**config.mk**
```make
export PLATFORM = sky130hd
export DESIGN_NAME = mole_game_ctrl
export DESIGN_NICKNAME = d
export VERILOG_FILES = /design/src/rtl/mole_pkg.sv /design/src/rtl/bcd_counter.sv /design/src/rtl/mole_game_ctrl.sv
export SDC_FILE = /design/constraint.sdc
export NUM_CORES = 1
export LEC_CHECK = 0
export CAP_MARGIN = 10
export CORE_MARGIN = 3
export CORE_UTILIZATION = 26
export DETAILED_ROUTE_END_ITERATION = 10
export PLACE_DENSITY_LB_ADDON = 0.25
export RECOVER_POWER = 100
export SLEW_MARGIN = 10
export SYNTH_ARGS = -nofsm -noshare
export SYNTH_HDL_FRONTEND = slang
export SYNTH_HIERARCHICAL = 1
export SYNTH_SLANG_ARGS = --single-unit
```
**constraint.sdc**
```tcl
create_clock -name clk -period 2.74 [get_ports clk]
set_input_delay 0.685 -clock clk [delete_from_list [all_inputs] [get_ports clk]]
set_output_delay 0.685 -clock clk [all_outputs]
set_load 0.005 [all_outputs]
```
**src/rtl/mole_pkg.sv**
```systemverilog
// Shared types and helpers for the whack-a-mole game engine.
package mole_pkg;

  typedef enum logic [1:0] {IDLE, PLAY, OVER} game_state_t;

  typedef logic [3:0] bcd_digit_t;

  // Fibonacci feedback from bits 16,14,13,11 (1-based numbering).
  localparam logic [15:0] LFSR_TAPS = 16'hB400;

  function automatic logic [15:0] lfsr_step(input logic [15:0] v);
    return {v[14:0], ^(v & LFSR_TAPS)};
  endfunction

  // Bumping a collision by one hole guarantees the mole never reappears in the same place.
  function automatic int unsigned next_pos(input logic [15:0] lfsr, input int unsigned cur,
                                           input int unsigned n_holes);
    int unsigned pos;
    pos = 32'(lfsr) % n_holes;
    if (pos == cur) pos = (pos + 1) % n_holes;
    return pos;
  endfunction

endpackage

```
**src/rtl/bcd_counter.sv**
```systemverilog
// Saturating BCD score counter: clear to zero, count up to all-9s, count down to zero.
// Neither direction ever wraps.
module bcd_counter
  import mole_pkg::*;
#(
  parameter int unsigned SCORE_DIGITS = 4
) (
  input  logic                      clk,
  input  logic                      rst,
  input  logic                      clr,
  input  logic                      inc,
  input  logic                      dec,
  output logic [4*SCORE_DIGITS-1:0] value
);

  bcd_digit_t [SCORE_DIGITS-1:0] digits_q, digits_d;
  logic                          all_nine, all_zero, ripple;

  always_comb begin
    all_nine = 1'b1;
    all_zero = 1'b1;
    for (int i = 0; i < SCORE_DIGITS; i++) begin
      if (digits_q[i] != 4'd9) all_nine = 1'b0;
      if (digits_q[i] != 4'd0) all_zero = 1'b0;
    end
  end

  // ripple is the carry when counting up and the borrow when counting down
  always_comb begin
    digits_d = digits_q;
    ripple   = 1'b1;
    if (clr) begin
      digits_d = '0;
    end else if (inc && !all_nine) begin
      for (int i = 0; i < SCORE_DIGITS; i++) begin
        if (ripple) begin
          if (digits_q[i] == 4'd9) begin
            digits_d[i] = 4'd0;
          end else begin
            digits_d[i] = digits_q[i] + 4'd1;
            ripple      = 1'b0;
          end
        end
      end
    end else if (dec && !all_zero) begin
      for (int i = 0; i < SCORE_DIGITS; i++) begin
        if (ripple) begin
          if (digits_q[i] == 4'd0) begin
            digits_d[i] = 4'd9;
          end else begin
            digits_d[i] = digits_q[i] - 4'd1;
            ripple      = 1'b0;
          end
        end
      end
    end
  end

  always_ff @(posedge clk) begin
    if (rst) begin
      digits_q <= '0;
    end else begin
      digits_q <= digits_d;
    end
  end

  assign value = digits_q;

endmodule

```
**src/rtl/mole_game_ctrl.sv**
```systemverilog
// Whack-a-mole game engine: round and mole timers, LFSR mole placement, BCD score.
// Define MOLE_MISS_PENALTY_EN to make each miss take one point off the score (floor 0).
module mole_game_ctrl
  import mole_pkg::*;
#(
  parameter int unsigned N_HOLES      = 8,
  parameter int unsigned SCORE_DIGITS = 4,
  parameter int unsigned TICK_DIV     = 100000,
  parameter int unsigned MOLE_TICKS   = 1500,
  parameter int unsigned ROUND_TICKS  = 30000,
  parameter logic [15:0] LFSR_SEED    = 16'hACE1
) (
  input  logic                       clk,
  input  logic                       rst,
  input  logic                       start,
  input  logic                       guess_valid,
  input  logic [$clog2(N_HOLES)-1:0] guess_idx,
  output logic [N_HOLES-1:0]         mole_onehot,
  output logic                       hit,
  output logic                       miss,
  output logic                       mole_timeout,
  output logic [4*SCORE_DIGITS-1:0]  score_bcd,
  output logic                       game_over
);

  localparam int unsigned IdxW = $clog2(N_HOLES);
  localparam int unsigned PreW = $clog2(TICK_DIV + 1);
  localparam int unsigned MolW = $clog2(MOLE_TICKS + 1);
  localparam int unsigned RndW = $clog2(ROUND_TICKS + 1);

  game_state_t     state_q, state_d;
  logic [15:0]     lfsr_q, lfsr_d;
  logic [PreW-1:0] presc_q, presc_d;
  logic [MolW-1:0] mole_t_q, mole_t_d;
  logic [RndW-1:0] round_q, round_d;
  logic [IdxW-1:0] mole_q, mole_d, drawn;
  logic            hit_q, miss_q, timeout_q;

  logic in_play, tick, mole_expire, round_end, enter_play;
  logic is_hit, is_miss, do_timeout, score_dec;

  always_comb begin
    in_play     = (state_q == PLAY);
    tick        = in_play && (presc_q == PreW'(TICK_DIV - 1));
    mole_expire = tick && (mole_t_q == MolW'(1));
    round_end   = tick && (round_q == RndW'(1));
    enter_play  = !in_play && start;
    // mole_q is always a valid hole, so out-of-range guesses land here as misses
    is_hit      = in_play && guess_valid && (guess_idx == mole_q);
    is_miss     = in_play && guess_valid && (guess_idx != mole_q);
    do_timeout  = mole_expire && !(in_play && guess_valid);
    drawn       = IdxW'(next_pos(lfsr_q, 32'(mole_q), N_HOLES));
  end

  // FSM: state register
  always_ff @(posedge clk) begin
    if (rst) begin
      state_q <= IDLE;
    end else begin
      state_q <= state_d;
    end
  end

  // FSM: next state
  always_comb begin
    state_d = state_q;
    unique case (state_q)
      IDLE:    if (start) state_d = PLAY;
      PLAY:    if (round_end) state_d = OVER;
      OVER:    if (start) state_d = PLAY;
      default: state_d = IDLE;
    endcase
  end

  // FSM: outputs
  always_comb begin
    mole_onehot = '0;
    if (in_play) mole_onehot[mole_q] = 1'b1;
    game_over    = (state_q == OVER);
    hit          = hit_q;
    miss         = miss_q;
    mole_timeout = timeout_q;
  end

  always_comb begin
    lfsr_d   = lfsr_step(lfsr_q);
    presc_d  = presc_q;
    mole_t_d = mole_t_q;
    round_d  = round_q;
    mole_d   = mole_q;
    if (enter_play) begin
      presc_d  = '0;
      mole_t_d = MolW'(MOLE_TICKS);
      round_d  = RndW'(ROUND_TICKS);
      mole_d   = drawn;
    end else if (in_play) begin
      presc_d = tick ? '0 : presc_q + 1'b1;
      if (tick) round_d = round_q - 1'b1;
      if (is_hit || do_timeout) mole_d = drawn;
      // An expiry swallowed by a miss still restarts the mole timer.
      if (is_hit || mole_expire) begin
        mole_t_d = MolW'(MOLE_TICKS);
      end else if (tick) begin
        mole_t_d = mole_t_q - 1'b1;
      end
    end
  end

  always_ff @(posedge clk) begin
    if (rst) begin
      lfsr_q    <= LFSR_SEED;
      presc_q   <= '0;
      mole_t_q  <= '0;
      round_q   <= '0;
      mole_q    <= '0;
      hit_q     <= 1'b0;
      miss_q    <= 1'b0;
      timeout_q <= 1'b0;
    end else begin
      lfsr_q    <= lfsr_d;
      presc_q   <= presc_d;
      mole_t_q  <= mole_t_d;
      round_q   <= round_d;
      mole_q    <= mole_d;
      hit_q     <= is_hit;
      miss_q    <= is_miss;
      timeout_q <= do_timeout;
    end
  end

`ifdef MOLE_MISS_PENALTY_EN
  assign score_dec = is_miss;
`else
  assign score_dec = 1'b0;
`endif

  bcd_counter #(
    .SCORE_DIGITS(SCORE_DIGITS)
  ) u_score (
    .clk  (clk),
    .rst  (rst),
    .clr  (enter_play),
    .inc  (is_hit),
    .dec  (score_dec),
    .value(score_bcd)
  );

endmodule

```
==> run_results.csv <==
group,metric,value,unit
logic_synthesis,yosys-top-cells-area,"dfxtp_1 36%, nor2_1 5.2%, xor2_1 5.1%, a21oi_1 4.2%, xnor2_1 3.2%",
placement,dp_slack,-0.322,ns
cts,numCtsBuffers,9,
cts,cts_resized,0,
logic_synthesis,synth_top_area_share,0.360,
floorplan,die_area,19400,um2
hold_path,min_from,"lfsr_q[9]",
detailed_routing,ant_nets,0,
floorplan,die_x,139,um
worst_setup_path,critPathRequiredTime,2.06,ns
cts,cts_tree,"yes",
logic_synthesis,yosysUniqueCellTypes,77,
logic_synthesis,yosysSeqAreaShare,0.360,
cts,cts.sinks,83,
grt,grt_start_max_net_pins,28,
hold_path,hold-path-endpoint,"lfsr_q[10]",
logic_synthesis,syn_avg_cell_area,8.38,um2
grt,grt_util_met2,0.201,
cts,root_buffer,"clkbuf_16",
power,p_sw,1.11,mW
logic_synthesis,syn_area,4610,um2
worst_setup_path,cp-end-kind,"primary output",
logic_synthesis,synth_edf_count,0,
cts,path_clk_slew,0.07,ns
detailed_routing,routed_wirelength,11800,um
worst_setup_path,cp_max_fo,11,
worst_setup_path,reg2reg_slack,0.17,ns
placement,port_buffers,34,
logic_synthesis,ys_ff_latch,83,
layout,drive_above_1_share,0.131,
layout,nNetsFinal,620,
floorplan,core-area,17300,um2
timing,setup-tns-final,0,ns
run,max-cap-violations,0,
layout,fin_util,0.325,
timing,max_freq,0.383,GHz
grt,grt_overflow_total,0,
outcome,status,"complete, no violations",
detailed_routing,post_drt_wl_per_cell,14.1,um
worst_setup_path,cp.arrival,1.93,ns
floorplan,rows,48,
hold_path,whs_path_depth,1,
power,peakVddDrop,0.000346,V
grt,grt_pass1_wl,20300,um
placement,dp_hpwl,8290,um
timing,finalSetupViolations,0,
logic_synthesis,synth_common_cells,"83 x dfxtp_1, 64 x nor2_1, 39 x a21oi_1, 36 x nand2_1, 27 x xor2_1",
timing,clock_skew,0.00510,ns
worst_setup_path,r2r_cells,7,
power,internal_power,2.52,mW
timing,hold_viol,0,
worst_setup_path,slowest_stage,"dlygate4sd3_1",
logic_synthesis,yosysWarningCount,6,
timing,relSlewSlack,0.434,
detailed_routing,remaining_drc_errors,0,
detailed_routing,drt_iter0_drc,273,
worst_setup_path,path_cells,"nand2b_1, clkbuf_2, nor4_1, dlygate4sd3_1",
timing,final.setup.worst_slack,0.129,ns
layout,diodes,0,
timing,layout_min_cycle_time,2.61,ns
grt,met3_usage,0.0341,
worst_setup_path,path_buf_inv,2,
timing,layout_worst_path_cycle_share,0.953,
timing,worst_slew_pin_slew,0.841,ns
logic_synthesis,synth_area_leader_cell,"dfxtp_1",
hold_path,hold_class,"reg2reg",
timing,slew_violations,0,
grt,top_usage_layer,"met2",
logic_synthesis,async_flop_share,0,
power,clkPwrFrac,0.377,
grt,grt.total_usage,0.124,
cts,post_cts_buffers,0,
floorplan,fp.dieH,139,um
power,power_density,645,nW/um2
detailed_routing,via_count,4129,
cts,clock_path_buffers,2,
grt,antenna_found_initial,0,
logic_synthesis,postSynthCellCount,550,
grt,grt_pass1_vias,4112,
worst_setup_path,slowest_delay,0.61,ns
cts,htreeDepth,3,
logic_synthesis,synth_flop_cell,"dfxtp_1",
layout,area_growth,21.9,%
logic_synthesis,yosys.cell_count.top_type,"dfxtp_1",
detailed_routing,drt_first_pass_iters,5,
timing,rsz0062_at_grt,"false",
cts,hold_buffers,0,
power,leakagePower,2.00,nW
placement,gp_congestion,0.808,
floorplan,num_io_pins,35,
timing,fin_hold_ws,0.405,ns
power,seqPwrFrac,0.377,
power,switching_share,0.305,
floorplan,start_util,0.266,
worst_setup_path,r2r-start,"presc_q[0]",
grt,use_met1,0.164,
detailed_routing,vias_per_cell,4.93,
worst_setup_path,reg2reg_to,"state_q[0]",
cts,worstSkewPairLatency,0.35,ns
worst_setup_path,crit_path_start_kind,"flop",
worst_setup_path,critical_path_class,"reg2out",
power,p_comb_frac,0.246,
worst_setup_path,critPathTopFamily,"buffers and inverters",
## cells by family after synthesis
| kind of cell | Yosys count | synth area share |
|---|---|---|
| AO/OA/AOI/OAI | 97 | 0.139 |
| XOR/XNOR | 44 | 0.0836 |
| adder cells (fa/ha/maj) | 6 | 0.0163 |
| buffers and inverters | 48 | 0.0578 |
| flip-flops | 83 | 0.360 |
| multiplexers | 9 | 0.0201 |
| other | 1 | 0.000814 |
| AND/OR/NAND/NOR | 262 | 0.322 |
## area by class of cell
cell class	count	area, um2
inverter	12	47.5
timing repair buffer	79	629
fill	1836	11700
multi-input combinational	422	2670
clock buffer	10	239
clock inverter	6	93.8
tap	225	282
sequential	83	1660
## worst max-delay path by stage
stage	startpoint	endpoint	depth (start not counted)
after floorplan	guess_idx[1]	u_score/value[7]	10
after global placement	guess_idx[1]	u_score/value[15]	10
after detailed placement	guess_idx[1]	u_score/value[15]	10
after CTS	guess_idx[1]	u_score/value[15]	10
after global routing	state_q[1]	mole_onehot[0]	4
final	state_q[1]	mole_onehot[0]	4
## state kept, by name, summed over array words and instances, names as in the netlist
| signal | count |
|---|---|
| hit | 1 |
| u_score/value | 16 |
| mole_q | 3 |
| lfsr_q | 16 |
| mole_timeout | 1 |
| presc_q | 17 |
| round_q | 15 |
| mole_t_q | 11 |
| state_q | 2 |
| miss | 1 |
## metrics by stage
step / area (um2) / instances / power (mW)
floorplan: 4620 / 553 / 2.03
global placement: 5370 / 821 / 2.30
detailed placement: 5370 / 821 / 2.32
CTS: 5700 / 837 / 3.71
global route: 5620 / 837 / 3.82
finish: 5620 / 837 / 3.63
## placed cells by master, fill, tap and decap left out, drive strengths merged, types with 5 or more instances in the layout
cell           instances
a21oi                 40
clkbuf                29
ha                     6
xor2                  27
o21ai                 14
nor3                  28
nand3                 23
nand4                  8
nor4                  15
inv                   15
or3                    9
nand2                 38
o22ai                 10
dfxtp                 83
clkdlybuf4s50         18
nor2b                 11
dlygate4sd3           16
nand2b                12
xnor2                 17
or2                   13
and3                   5
or4                   11
nand4b                 5
mux2i                  7
nor2                  64
buf                   26
## power by group through the flow
stage	registers, mW	logic (mW)	clock network [mW]
6_report	1.37	0.893	1.37
5_1_grt	1.38	0.991	1.45
4_1_cts	1.37	0.931	1.41
3_5_place_dp	1.39	0.928	0
3_3_place_gp	1.39	0.910	0
2_1_floorplan	1.38	0.648	0
## routing by layer
metal	share of wire	vias to the layer above	wire length, um
met1	0.49	1956	5840
met4	0.012	0	140
met5	0	-	0
li1	-	2075	-
met3	0.042	11	490
met2	0.45	87	5330
Note: power is estimated with default switching activity, not from simulation.
